===== src/rtl/frame_capture_ctrl.sv =====
// Frame capture controller: enables a byte source for one RGB frame, packs bytes into
// row/col-tagged pixels and buffers them in a 2-entry FIFO. FRAME_CAPTURE_CONTINUOUS_EN selects free-running capture.

module frame_capture_ctrl #(
    parameter int N = 5,
    parameter int M = 5
) (
    input  logic        clk,
    input  logic        rst,
    input  logic        start,
    input  logic        data_valid,
    input  logic [7:0]  data_in,
    input  logic        pix_ready,
    output logic        camera_en,
    output logic        pix_valid,
    output logic [23:0] pix_data,
    output logic [7:0]  pix_row,
    output logic [7:0]  pix_col,
    output logic        frame_done,
    output logic        busy,
    output logic        overrun
);

    localparam int TOTAL = 3 * N * M;
    localparam int CW    = $clog2(TOTAL + 1);
    localparam logic [CW-1:0] LAST_EN  = CW'(TOTAL - 1);
    localparam logic [CW-1:0] BYTES    = CW'(TOTAL);
    localparam logic [7:0]    LAST_COL = 8'(M - 1);
    localparam logic [7:0]    LAST_ROW = 8'(N - 1);

`ifdef FRAME_CAPTURE_CONTINUOUS_EN
    localparam bit CONTINUOUS = 1'b1;
`else
    localparam bit CONTINUOUS = 1'b0;
`endif

    typedef enum logic [1:0] {IDLE, CAPTURE, FLUSH, DONE} state_t;

    typedef struct packed {
        logic [23:0] data;
        logic [7:0]  row;
        logic [7:0]  col;
    } pixel_t;

    state_t          state;
    logic [CW-1:0]   en_cnt;
    logic [CW-1:0]   byte_cnt;
    logic [1:0]      lane;
    logic [7:0]      row_cnt;
    logic [7:0]      col_cnt;
    logic [7:0]      r_byte;
    logic [7:0]      g_byte;
    pixel_t          fifo_mem [2];
    logic            wr_ptr;
    logic            rd_ptr;
    logic [1:0]      fifo_cnt;

    logic   enter_capture;
    logic   clear_overrun;
    logic   accept;
    logic   push;
    logic   pop;
    logic   full;
    logic   wr_en;
    logic   drop;
    pixel_t new_pix;
    pixel_t head;

    assign enter_capture = (state == IDLE && start) || (state == DONE && CONTINUOUS);
    assign clear_overrun = (state == IDLE) && start;
    assign accept        = data_valid && (state == CAPTURE || state == FLUSH);
    assign push          = accept && (lane == 2'd2);
    assign pop           = pix_valid && pix_ready;
    assign full          = (fifo_cnt == 2'd2);
    // A full FIFO still takes the new pixel when the head leaves on the same edge.
    assign wr_en         = push && (!full || pop);
    assign drop          = push && full && !pop;
    assign new_pix       = '{data: {r_byte, g_byte, data_in}, row: row_cnt, col: col_cnt};

    assign head      = fifo_mem[rd_ptr];
    assign pix_valid = (fifo_cnt != 2'd0);
    assign pix_data  = head.data;
    assign pix_row   = head.row;
    assign pix_col   = head.col;

    always_ff @(posedge clk or posedge rst) begin
        if (rst) begin
            state      <= IDLE;
            camera_en  <= 1'b0;
            en_cnt     <= '0;
            frame_done <= 1'b0;
            busy       <= 1'b0;
        end else begin
            case (state)
                IDLE: begin
                    if (start) begin
                        state     <= CAPTURE;
                        camera_en <= 1'b1;
                        busy      <= 1'b1;
                        en_cnt    <= '0;
                    end
                end
                CAPTURE: begin
                    if (en_cnt == LAST_EN) begin
                        state     <= FLUSH;
                        camera_en <= 1'b0;
                    end else begin
                        en_cnt <= en_cnt + 1'b1;
                    end
                end
                FLUSH: begin
                    if (byte_cnt == BYTES && fifo_cnt == 2'd0) begin
                        state      <= DONE;
                        frame_done <= 1'b1;
                    end
                end
                DONE: begin
                    frame_done <= 1'b0;
                    if (CONTINUOUS) begin
                        state     <= CAPTURE;
                        camera_en <= 1'b1;
                        en_cnt    <= '0;
                    end else begin
                        state <= IDLE;
                        busy  <= 1'b0;
                    end
                end
                default: state <= IDLE;
            endcase
        end
    end

    // NOTE: the FIFO storage is reset too, because the head drives pix_data directly and must read 0 after reset.
    always_ff @(posedge clk or posedge rst) begin
        if (rst) begin
            byte_cnt <= '0;
            lane     <= 2'd0;
            row_cnt  <= 8'd0;
            col_cnt  <= 8'd0;
            r_byte   <= 8'd0;
            g_byte   <= 8'd0;
            overrun  <= 1'b0;
            wr_ptr   <= 1'b0;
            rd_ptr   <= 1'b0;
            fifo_cnt <= 2'd0;
            for (int i = 0; i < 2; i++) fifo_mem[i] <= '0;
        end else begin
            if (enter_capture) begin
                byte_cnt <= '0;
                lane     <= 2'd0;
                row_cnt  <= 8'd0;
                col_cnt  <= 8'd0;
            end else if (accept) begin
                byte_cnt <= byte_cnt + 1'b1;
                case (lane)
                    2'd0: begin
                        r_byte <= data_in;
                        lane   <= 2'd1;
                    end
                    2'd1: begin
                        g_byte <= data_in;
                        lane   <= 2'd2;
                    end
                    default: begin
                        lane <= 2'd0;
                        if (col_cnt == LAST_COL) begin
                            col_cnt <= 8'd0;
                            row_cnt <= (row_cnt == LAST_ROW) ? 8'd0 : row_cnt + 8'd1;
                        end else begin
                            col_cnt <= col_cnt + 8'd1;
                        end
                    end
                endcase
            end

            if (clear_overrun) overrun <= 1'b0;
            else if (drop)     overrun <= 1'b1;

            if (wr_en) begin
                fifo_mem[wr_ptr] <= new_pix;
                wr_ptr           <= ~wr_ptr;
            end
            if (pop) rd_ptr <= ~rd_ptr;

            case ({wr_en, pop})
                2'b10:   fifo_cnt <= fifo_cnt + 2'd1;
                2'b01:   fifo_cnt <= fifo_cnt - 2'd1;
                default: fifo_cnt <= fifo_cnt;
            endcase
        end
    end

endmodule


===== config.mk =====
export PLATFORM = sky130hd
export DESIGN_NAME = frame_capture_ctrl
export DESIGN_NICKNAME = d
export VERILOG_FILES = /design/src/rtl/frame_capture_ctrl.sv
export SDC_FILE = /design/constraint.sdc
export NUM_CORES = 1
export LEC_CHECK = 0
export BUFFER_PORTS_ARGS = -buffer_cell sky130_fd_sc_hd__buf_2
export CAP_MARGIN = 5
export CORE_MARGIN = 4
export CORE_UTILIZATION = 50
export CTS_BUF_LIST = sky130_fd_sc_hd__clkbuf_4
export CTS_CLUSTER_SIZE = 25
export DETAILED_ROUTE_END_ITERATION = 6
export PLACE_DENSITY = 0.72
export SLEW_MARGIN = 20
export SYNTH_ARGS = -nofsm -noshare
export SYNTH_HDL_FRONTEND = slang
export SYNTH_SLANG_ARGS = --single-unit

===== constraint.sdc =====
create_clock -name clk -period 13.9 [get_ports clk]
set_clock_uncertainty 0.1 [all_clocks]
set_input_delay 2.085 -clock clk [delete_from_list [all_inputs] [get_ports clk]]
set_output_delay 2.085 -clock clk [all_outputs]
set_load 0.005 [all_outputs]

After elaboration in Yosys (flattened, before gate mapping)
Index checks and enable logic that the tools add are counted.
{ "totals": {"regBits": 138, "latchBits": 0, "ramBits": 0, "rom_bits": 0, "inputBits": 13, "out_inout_bits": 45, "word_cells": 122, "n_memories": 0} }
{ "classes": {"addsub": 6, "mul": 0, "div_mod_pow": 0, "order_cmp": 3, "n_eq_ne": 17, "shift": 0, "muxes": 36, "n_bitwise": 5, "n_reduce_logical": 34} }
{ "op_table": {"columns": ["cell", "count"], "rows": [
  ["two-way mux 40 bit", 4],
  ["bitwise mux 80 bit", 1],
  ["two-way mux 8 bit", 9],
  ["demux 40 bit (select 1 bit)", 1],
  ["two-way mux 7 bit", 4],
  ["AND reduction 3 bit", 6],
  ["adder 8 x 1 -> 8 bit (second input constant)", 2],
  ["== test 8 x 3 -> 1 bit (second input constant)", 2],
  ["nonzero test 2 bit", 8],
  ["adder 7 x 1 -> 7 bit (second input constant)", 2],
  ["== test 7 bit (second input constant)", 2],
  ["one-hot mux 7 bit (2 select lines)", 1],
  ["== test 2 bit (second input constant)", 5],
  ["two-way mux 2 bit", 5],
  ["logical AND 1 bit", 9],
  ["one-hot mux 2 bit (2 select lines)", 2],
  ["one-hot mux 2 bit (4 select lines)", 1],
  ["== test 2 x 1 -> 1 bit (second input constant)", 3],
  ["zero test 2 bit", 3],
  ["!= test 2 x 1 -> 1 bit (second input constant)", 3],
  ["one-hot mux 1 bit (2 select lines)", 3],
  ["AND reduction 2 bit", 3],
  ["two-way mux 1 bit", 5],
  [">= comparator 2 bit (second input constant)", 2],
  ["9 further kinds", 15]
]} }

Logic depth before layout (Yosys ltp)
Gate-level depths: netlist of run 1.
{ "depth": {"ltp_word": 8, "mapped_depth": 9, "depth_no_buf": 8} }

Worst setup path before layout of run 1
Ideal clock, no wire load.
{ "synth_timing": {"path_type": "input-to-reg", "start": "input data_valid", "end": "register fifo_mem[47] (netlist name)", "setup_ns": 0.125, "arrival_ns": 3.335, "required_time_ns": 13.675, "slack_ns": 10.341, "path_stages": 6, "path_buffers": 2, "path_cell_list": "clkbuf_2 nand3_2 or3_4 nor2_4 buf_6 mux2_2"} }
{ "synth_via": {"elab_chain_cells": 3} }
{ "synth_rtl": {"columns": ["item", "line_no", "text"], "rows": [
  ["start: declaration", "11", "input logic data_valid,"],
  ["logical AND 1 bit", "71", "assign accept = data_valid && (state == CAPTURE || state == FLUSH);"],
  ["logical AND 1 bit", "72", "assign push = accept && (lane == 2'd2);"],
  ["logical AND 1 bit", "76", "assign wr_en = push && (!full || pop);"],
  ["end signal: indexed assignment", "180", "fifo_mem[wr_ptr] <= new_pix;"],
  ["end: declaration", "53", "pixel_t fifo_mem [2];"]
]} }
Every way passes these cells.
A chain may end at the register's enable or synchronous reset.

Final worst setup path of run 1
{ "layout_timing": {"start": "register rd_ptr", "end": "output pix_data[17]"} }
{ "layout_via": {"elab_chain_cells": 4} }
{ "layout_rtl": {"columns": ["item", "line_no", "text"], "rows": [
  ["start: declaration", "55", "logic rd_ptr;"],
  ["start signal: assignment", "183", "if (pop) rd_ptr <= ~rd_ptr;"],
  ["inverter 1 -> 2 bit (not written as such)", "80", "assign head = fifo_mem[rd_ptr];"],
  ["two-way mux 40 bit (not written as such) (3 in a row)", "80", null],
  ["end: declaration", "16", "output logic [23:0] pix_data,"]
]} }
Every way passes these cells. The select of a mux whose other input is x is not followed.

==> impl_metrics.yaml, run 1 <==
power_and_ir_drop:
  total_power_mw: 1.36
  ir_drop_mv: 0.0682
  leakage_nw: 3.29
  powerDensity_nw_per_um2: 191
logic_synthesis:
  synth_flop_cell: "dfrtp_1"
  ys_types: 51
  synthCells: 492
  synth_warnings: 0
  yosys_register_bits: 138
  ys_seq_area_share_pct: 54.1
  synth_nets: 517
  synth_edf_count: 0
  synthArstFlopShare_pct: 100
  avgSynthCellArea_um2: 13.0
  synth_top_area_share_pct: 54.1
  synthTopCellsByArea: "dfrtp_1 (54%), mux2_2 (24%), ha_1 (2.4%), o21ai_0 (1.6%), nand2_1 (1.5%)"
  synthesis.area_um2: 6390
  yosysTopAreaCell: "dfrtp_1"
place:
  gp_congestion: 0.791
  hpwlAfterDp_mm: 7.74
  numPortBuffers: 57
timing:
  rsz0062_at_grt: "no"
  hold_violations: 0
  fmax_mhz: 228
  period_needed_ns: 4.38
  fin_tns_setup_ns: 0
  post-route-period-util_pct: 31.5
  setup_violations: 0
  maxSlewViolCount: 0
  worst_slew_pin_slew_ns: 1.04
  slew_headroom_pct: 30.7
cells_and_area:
  regArea_um2: 3450
  fillCellCount: 1017
  syn_to_final_growth_pct: 11.1
  num-nets-final: 576
  final_cell_mix: "dfrtp_1 (137), mux2_2 (135), buf_2 (57)"
  antenna_cells: 0
  drive_above_1_share_pct: 43.0
  multi_input_area_um2: 2780
  final_common_cell: "dfrtp_1"
floorplanning:
  die_w_um: 121
  die_y_um: 121
  rows: 41
  fp.dieArea_um2: 14600
  ios: 58
  core_area_um2: 12600
  start_util_pct: 50.8
worst_setup_path:
  startpoint_type: "flip-flop"
  reg2reg_from: "state[0]$_DFFE_PP0P_"
  cp_data_arrival_time_ns: 2.20
  crit_start: "rd_ptr$_DFFE_PP0P_"
  cp_max_fo: 41
  worstPathRequired_ns: 11.72
  criticalPathCategory: "flip-flop to primary output"
  setup.worst_path.end_class: "primary output"
run:
  drv_cap: 0
clocking:
  cts_resized: 0
  holdBufCountCts: 0
  cts_tree: "built"
  cts_setup_buffers: 0
  clockBufferDepth: 2
  cts_buffers: 17
  clk_pin_slew_worst_paths_ns: 0.11
  cts-root-buf: "clkbuf_4"
  clock_sinks: 138
  cts_max_level: 4
  clk_latency_ns: 0.55
global_routing:
  grt_usage_pct: 17.4
  antenna_found_initial: 0
  grt_overflow: 0
  met1_usage_pct: 22.2
  grt_max_degree: 71
  grt_pass1_wl_mm: 20.0
  busiest_layer: "met2"
  met3_usage_pct: 5.69
  first_global_vias: 4122
  grt_util_met2_pct: 28.3
drt:
  drt-pass1-iter-count: 4
  wl_per_cell_um: 16.4
  route.detailed.drc: 0
  postRouteAntennaNets: 0
  vias: 4028
  via_per_inst: 5.50
  wl_mm: 12.0
  drt_iter0_markers: 248
hold_path:
  hold_path.class: "flip-flop to flip-flop"
  min_from: "fifo_cnt[1]$_DFFE_PP0P_"
run_status:
  status: "completed"
## cell usage after synthesis, types with 4 or more instances
cell      number
xor2_1         8
nand3_1       13
o31ai_1        4
o21ai_0       20
buf_6          4
nor2_1        17
ha_1          12
and3_1         4
clkbuf_1       6
xnor2_1        6
nor3_1         6
mux2_2       135
inv_1         11
nand2_1       26
or3_1          6
and2_1         5
nand4_1        5
dfrtp_1      138
a21oi_1       15
nor3b_1        4
buf_2          8
## path summary, 6_finish.rpt
path	to	slack, ns	depth (start not counted)
min in group asynchronous	fifo_mem[20]$_DFFE_PP0P_	1.62	2
worst max-delay path	pix_data[17]	9.52	2
worst min register to register	fifo_cnt[1]$_DFFE_PP0P_	0.38	1
worst min-delay path	fifo_cnt[1]$_DFFE_PP0P_	0.38	1
max in group asynchronous	rd_ptr$_DFFE_PP0P_	10.64	3
worst max register to register	fifo_mem[53]$_DFFE_PP0P_	11.11	7
## metal layers
| metal | wire (µm) | share of wire [%] |
|---|---|---|
| met5 | 0 | 0 |
| met4 | 131 | 1.1 |
| met3 | 552 | 4.6 |
| met2 | 5990 | 50 |
| met1 | 5320 | 44 |
## sequential cells by signal, summed over array words and instances (netlist names), 7 cells and up
register,cells
en_cnt,7
byte_cnt,7
row_cnt,8
g_byte,8
r_byte,8
col_cnt,8
fifo_mem,80
## cell families (layout without fill, tap and decap cells)
kind of cell             after synthesis  in the layout  synth area share (%)
AO/OA/AOI/OAI                         51             51                  5.13
multiplexers                         139            139                  24.5
adder cells (fa/ha/maj)               12             12                  2.35
AND/OR/NAND/NOR                      107            107                  9.62
flip-flops                           138            138                  54.1
XOR/XNOR                              14             14                  1.92
buffers and inverters                 31            100                  2.47
## worst max-delay path: stages, from the launching register on
cell	delay, ns
dfrtp_2	1.06
mux2_2	0.45
buf_2	0.13
## through the flow
step | instance area [µm²] | cells | util [%] | setup slack (ns) | hold slack, ns
after floorplan | 6390 | 492 | - | 8.02 | 0.347
after global placement | 6800 | 704 | 54.1 | 9.88 | 0.361
after detailed placement | 6800 | 704 | 54.1 | 9.84 | 0.371
after CTS | 7100 | 733 | 56.5 | 9.45 | 0.392
after global routing | 7100 | 733 | 56.5 | 9.40 | 0.407
final | 7100 | 733 | 56.5 | 9.52 | 0.384
## power by group
part           switching [mW]  internal (mW)  leakage (nW)
sequential              0.121          0.542          1.71
combinational           0.160          0.255          1.42
clock                   0.134          0.145         0.162
## final cells by class
type | instances | area share [%]
Clock buffer | 20 | 2.11
Inverter | 11 | 0.617
Multi-Input combinational cell | 323 | 39.1
Timing Repair Buffer | 60 | 4.34
Clock inverter | 9 | 2.11
Tap cell | 172 | 3.03
Sequential cell | 138 | 48.7
No activity file was read; power rests on OpenSTA's default activity.
==> run 2: changes to the inputs <==
--- a/config.mk
+++ b/config.mk
@@ -12,7 +12,7 @@
 export CTS_BUF_LIST = sky130_fd_sc_hd__clkbuf_4
 export CTS_CLUSTER_SIZE = 25
 export DETAILED_ROUTE_END_ITERATION = 6
-export PLACE_DENSITY = 0.72
+export PLACE_DENSITY = 0.75
 export SLEW_MARGIN = 20
 export SYNTH_ARGS = -nofsm -noshare
 export SYNTH_HDL_FRONTEND = slang
==> constraint.sdc (replaced) <==
create_clock -name clk -period 3.9 [get_ports clk]
set_clock_uncertainty 0.1 [all_clocks]
set_input_delay 0.585 -clock clk [delete_from_list [all_inputs] [get_ports clk]]
set_output_delay 0.585 -clock clk [all_outputs]
set_load 0.005 [all_outputs]
==> run 2 against run 1 <==
- first-iteration DRC count decreased by 16%
- clock power rose to 3.5 times the previous value
- sequential power grew to 3.6 times the previous value
- wire length fell by 0.40%
- critical endpoint is now pix_col[6]
==> impl_metrics.yaml, run 2 (synthesis gave the netlist of run 1 again) <==
clocking:
  cts_max_level: 4
  clockBufferDepth: 2
  cts_resized: 0
  clock_sinks: 138
  clk_pin_slew_worst_paths_ns: 0.12
  cts_setup_buffers: 0
  clk_latency_ns: 0.53
  cts_tree: "built"
  cts_buffers: 17
  holdBufCountCts: 0
  cts-root-buf: "clkbuf_4"
global_routing:
  grt_usage_pct: 17.6
  first_global_vias: 4149
  grt_overflow: 0
  grt_pass1_wl_mm: 20.4
  grt_max_degree: 47
  antenna_found_initial: 0
worst_setup_path:
  path_depth: 2
  path_cells: "mux2_2, buf_2"
  reg2reg_depth: 6
  setup.worst_path.end_class: "primary output"
  reg2reg_from: "state[0]$_DFFE_PP0P_"
  criticalPathCategory: "flip-flop to primary output"
  rrSetupSlack_ns: 1.16
  r2r_end: "row_cnt[7]$_DFFE_PP0P_"
  cp_max_fo: 41
  max_stage_delay_ns: 1.05
  cp_slowest_cell: "dfrtp_2"
  startpoint_type: "flip-flop"
  cp_data_arrival_time_ns: 2.19
  cp_num_buf_inv: 1
  cp_top_family: "flip-flops"
  worstPathRequired_ns: 3.21
floorplanning:
  rows: 41
  ios: 58
  die_w_um: 121
  die_y_um: 121
  start_util_pct: 50.8
  core_area_um2: 12600
  fp.dieArea_um2: 14600
power_and_ir_drop:
  leakage_nw: 3.30
  ir_drop_mv: 0.264
  powerDensity_nw_per_um2: 674
  total_power_mw: 4.83
place:
  place_area_um2: 6840
  numPortBuffers: 57
  gp_congestion: 0.792
  place_ws_ns: 0.856
  hpwlAfterDp_mm: 7.97
drt:
  vias: 3981
  wl_mm: 11.9
  via_per_inst: 5.37
  wl_per_cell_um: 16.1
  drt_iter0_markers: 209
  drt-pass1-iter-count: 4
  postRouteAntennaNets: 0
  route.detailed.drc: 0
cells_and_area:
  final_cell_mix: "dfrtp_1 (137), mux2_2 (135), buf_2 (57)"
  regMostFlops: "fifo_mem"
  syn_to_final_growth_pct: 12.3
  num-nets-final: 581
  final_common_cell: "dfrtp_1"
  antenna_cells: 0
  largest_register_ffs: 80
  fillCellCount: 1022
  drive_above_1_share_pct: 43.6
  design_area_um2: 7180
run_status:
  status: "completed"
timing:
  post-route-period-util_pct: 73.7
  setup_ws_ns: 1.02
  hold_violations: 0
  period_needed_ns: 2.88
  setup_violations: 0
  maxSlewViolCount: 0
  fmax_mhz: 348
  rsz0062_at_grt: "no"
  slew_headroom_pct: 31.8
  worst_slew_pin_slew_ns: 1.02
  fin_tns_setup_ns: 0
hold_path:
  hold_path.class: "primary input to async pin"
run:
  drv_cap: 0
==> run 2: cell count changes in the layout (fill, tap and decap cells not counted), sizes merged <==
cell / delta
clkbuf: -3
buf: +5
inv: +2
clkinv: -1
clkinvlp: +6
bufinv: -1
==> run 2: cell type report <==
type / count / area (µm²) / share of cell area, %
Multi-Input combinational cell: 323 / 2780 / 38.7
Clock buffer: 17 / 128 / 1.78
Inverter: 11 / 45.0 / 0.628
Timing Repair Buffer: 65 / 382 / 5.32
Sequential cell: 138 / 3450 / 48.1
Clock inverter: 15 / 174 / 2.42
Tap cell: 172 / 215 / 3.00
==> run 2: where the power goes <==
group	internal, mW	switching [mW]	leakage (nW)
combinational	0.916	0.572	1.45
sequential	1.93	0.437	1.71
clock	0.443	0.534	0.142
total	3.29	1.54	3.30
==> run 2: through the flow <==
step / hold WS (ns) / cells / utilization [%]
finish: 0.0188 / 741 / 57.1
global route: 0.0101 / 741 / 57.1
CTS: 0.138 / 739 / 56.8
detailed placement: 0.365 / 707 / 54.4
global placement: 0.363 / 707 / 54.4
floorplan: 0.347 / 492 / -
==> run 2: worst reg2reg max path, delay by kind of cell, from the launching register on <==
kind | cells | cell delay (ns)
fa+ha+maj | 1 | 0.27
compound gates | 2 | 0.51
flops | 1 | 0.43
simple gates | 2 | 1.26
buf+inv | 1 | 0.11
==> run 2: how the worst max path moves through the flow <==
stage                               end  slack [ns]            startpoint
6_report                     pix_col[6]        1.02    rd_ptr$_DFFE_PP0P_
5_1_grt                      pix_col[7]        0.92    rd_ptr$_DFFE_PP0P_
4_1_cts        fifo_mem[16]$_DFFE_PP0P_        0.84  state[0]$_DFFE_PP0P_
3_5_place_dp   fifo_mem[19]$_DFFE_PP0P_        0.86  state[0]$_DFFE_PP0P_
3_3_place_gp   fifo_mem[14]$_DFFE_PP0P_        0.95  state[0]$_DFFE_PP0P_
2_1_floorplan          busy$_DFFE_PP0P_        1.49                   rst
==> run 2: routing by layer <==
metal	global-route usage (%)	vias to the layer above	routed length (µm)
met4	7.01	0	202
met3	4.01	17	370
met1	23.4	2015	5540
met2	28.1	57	5840
li1	-	1892	-
met5	0	-	0
==> run 3: changes to the inputs <==
--- a/config.mk
+++ b/config.mk
@@ -5,6 +5,7 @@
 export SDC_FILE = /design/constraint.sdc
 export NUM_CORES = 1
 export LEC_CHECK = 0
+export ABC_AREA = 1
 export BUFFER_PORTS_ARGS = -buffer_cell sky130_fd_sc_hd__buf_2
 export CAP_MARGIN = 5
 export CORE_MARGIN = 4
@@ -12,7 +13,7 @@
 export CTS_BUF_LIST = sky130_fd_sc_hd__clkbuf_4
 export CTS_CLUSTER_SIZE = 25
 export DETAILED_ROUTE_END_ITERATION = 6
-export PLACE_DENSITY = 0.75
+export PLACE_DENSITY = 0.74
 export SLEW_MARGIN = 20
 export SYNTH_ARGS = -nofsm -noshare
 export SYNTH_HDL_FRONTEND = slang
==> constraint.sdc (replaced) <==
create_clock -name clk -period 2.55 [get_ports clk]
set_clock_uncertainty 0.1 [all_clocks]
set_input_delay 0.3825 -clock clk [delete_from_list [all_inputs] [get_ports clk]]
set_output_delay 0.3825 -clock clk [all_outputs]
set_load 0.005 [all_outputs]
==> run 3 against run 2 <==
- clock power increased by 34%
- non-clock buffer count increased by 5
- register-to-register slack got worse by 0.86 ns
- via count increased by 28%
- power increased by 41%
- final area increased by 3.5%
- highest routed layer unchanged
- combinational power increased by 56%
- count of clock-buffer cells in the layout increased by 1
==> impl_metrics.yaml, run 3 <==
drt:
  drt-pass1-iter-count: 4
  postRouteAntennaNets: 0
  via_per_inst: 4.92
  drt_iter0_markers: 391
  vias: 5114
  route.detailed.drc: 0
  wl_per_cell_um: 12.8
  wl_mm: 13.3
power_and_ir_drop:
  netSwitchingPower_mw: 2.69
  leakage_nw: 3.82
  total_power_mw: 6.81
  p_clk_share_pct: 19.2
  powerDensity_nw_per_um2: 917
  ir_drop_mv: 0.605
  p_int_mw: 4.11
  p_comb_share_pct: 34.3
  p_sw_share_pct: 39.6
  seq_power_share_pct: 46.5
clocking:
  clock_sinks: 138
  cts_max_level: 4
  cts_setup_buffers: 0
  cts-root-buf: "clkbuf_4"
  clockBufferDepth: 2
  holdBufCountCts: 3
  clk_pin_slew_worst_paths_ns: 0.12
  cts_resized: 0
  clk_latency_ns: 0.55
  cts_buffers: 17
  cts_tree: "built"
worst_setup_path:
  r2r_end: "fifo_mem[27]$_DFFE_PP0P_"
  setup.worst_path.end_class: "primary output"
  startpoint_type: "flip-flop"
  cp_data_arrival_time_ns: 1.79
  worstPathRequired_ns: 2.07
  reg2reg_from: "state[1]$_DFFE_PP0P_"
  reg2reg_depth: 10
  cp_max_fo: 34
  rrSetupSlack_ns: 0.30
  criticalPathCategory: "flip-flop to primary output"
timing:
  slew_headroom_pct: 54.4
  hold_violations: 0
  rsz0062_at_grt: "no"
  maxSlewViolCount: 0
  fin_tns_setup_ns: 0
  setup_violations: 0
  fmax_mhz: 440
  post-route-period-util_pct: 89.2
  period_needed_ns: 2.27
  setup_ws_ns: 0.276
  worst_slew_pin_slew_ns: 0.682
place:
  gp_congestion: 0.782
  numPortBuffers: 57
  hpwlAfterDp_mm: 9.11
  post-place-cells: 1005
  place_ws_ns: 0.315
logic_synthesis:
  synth_nets: 817
  yosys_register_bits: 138
  ys_seq_area_share_pct: 51.5
  synth_most_common_cell: "nand2_1"
  synth_flop_cell: "dfrtp_1"
  avgSynthCellArea_um2: 8.47
  synth_warnings: 0
  ys_types: 30
  synthTopCellsByArea: "dfrtp_1 (51%), nand2_1 (17%), o21ai_2 (7.2%), inv_1 (3.9%), o21ai_0 (3.4%)"
  synth_commonest_cells: "nand2_1 (309), dfrtp_1 (138), inv_1 (70)"
  synthArstFlopShare_pct: 100
  synthCells: 792
  synth_top_area_share_pct: 51.5
  synth_edf_count: 0
  yosysTopAreaCell: "dfrtp_1"
  synthesis.area_um2: 6710
hold_path:
  min_from: "data_in[6]"
  min_to: "fifo_mem[62]$_DFFE_PP0P_"
  holdPathStages: 3
  hold_path.class: "primary input to flip-flop"
floorplanning:
  core_area_um2: 13200
  start_util_pct: 50.9
  rows: 42
  die_y_um: 124
  fp.dieArea_um2: 15300
  die_w_um: 124
  ios: 58
global_routing:
  grt_overflow: 0
  grt_max_degree: 53
  grt_usage_pct: 19.3
  antenna_found_initial: 0
  grt_pass1_wl_mm: 23.0
  first_global_vias: 4853
cells_and_area:
  num-nets-final: 876
  regMostFlops: "fifo_mem"
  post-route-util_pct: 56.3
  antenna_cells: 0
  stdcell_count: 1040
  largest_register_ffs: 80
  fillCellCount: 1268
  final_cell_mix: "nand2_1 (309), dfrtp_1 (138), inv_1 (69)"
  syn_to_final_growth_pct: 10.7
  final_common_cell: "nand2_1"
  drive_above_1_share_pct: 19.3
run:
  drv_cap: 0
run_status:
  status: "completed"
[run 3: worst max-delay path by stage]
stage	from	end	cells past startpoint
6_report	rd_ptr$_DFFE_PP0P_	pix_row[7]	5
5_1_grt	rd_ptr$_DFFE_PP0P_	pix_row[7]	5
4_1_cts	rd_ptr$_DFFE_PP0P_	pix_row[7]	5
3_5_place_dp	state[0]$_DFFE_PP0P_	fifo_mem[27]$_DFFE_PP0P_	10
3_3_place_gp	state[0]$_DFFE_PP0P_	fifo_mem[22]$_DFFE_PP0P_	10
2_1_floorplan	rst	busy$_DFFE_PP0P_	1
[run 3: logic make-up after synthesis]
kind of cell / share of synthesized area, %
and+or+nand+nor: 24.8
DFF: 51.5
AOI/OAI and AO/OA: 13.1
buffers and inverters: 7.76
adders and majority gates: 2.24
xor gates and xnor gates: 0.653
[run 3: worst max-delay path, cell delays in order (launching register included)]
cell and delay, ns:
dfrtp_1 0.36, clkinv_1 0.29, buf_12 0.30, nand2_1 0.08
nand2_1 0.08, buf_2 0.14
[run 3: area by class of cell]
class / count / area, µm² / area share [%]
Sequential cell: 138 / 3450 / 46.5
Multi-Input combinational cell: 551 / 2740 / 36.8
Timing Repair Buffer: 70 / 478 / 6.43
Inverter: 73 / 280 / 3.77
Tap cell: 176 / 220 / 2.96
Clock buffer: 18 / 135 / 1.82
Clock inverter: 14 / 125 / 1.68
[run 3: layer usage]
layer | wire length (µm) | global-route usage, %
met3 | 595 | 4.13
met2 | 6290 | 30.1
met5 | 0 | 0
met1 | 6190 | 26.0
met4 | 189 | 8.30
[run 3: power groups by stage]
| stage | Sequential, mW | Clock [mW] | Combinational (mW) |
|---|---|---|---|
| floorplan | 3.11 | 0 | 1.74 |
| global placement | 3.19 | 0 | 2.31 |
| detailed placement | 3.21 | 0 | 2.37 |
| CTS | 3.17 | 1.37 | 2.38 |
| global route | 3.26 | 1.45 | 2.70 |
| finish | 3.17 | 1.31 | 2.33 |
[run 3: per-stage QoR]
step                      instance area [µm²]  hold WS [ns]
after floorplan                          6710         0.353
after global placement                   7140         0.365
after detailed placement                 7140         0.368
after CTS                                7430       0.00230
after global routing                     7430        0.0224
final                                    7430        0.0639
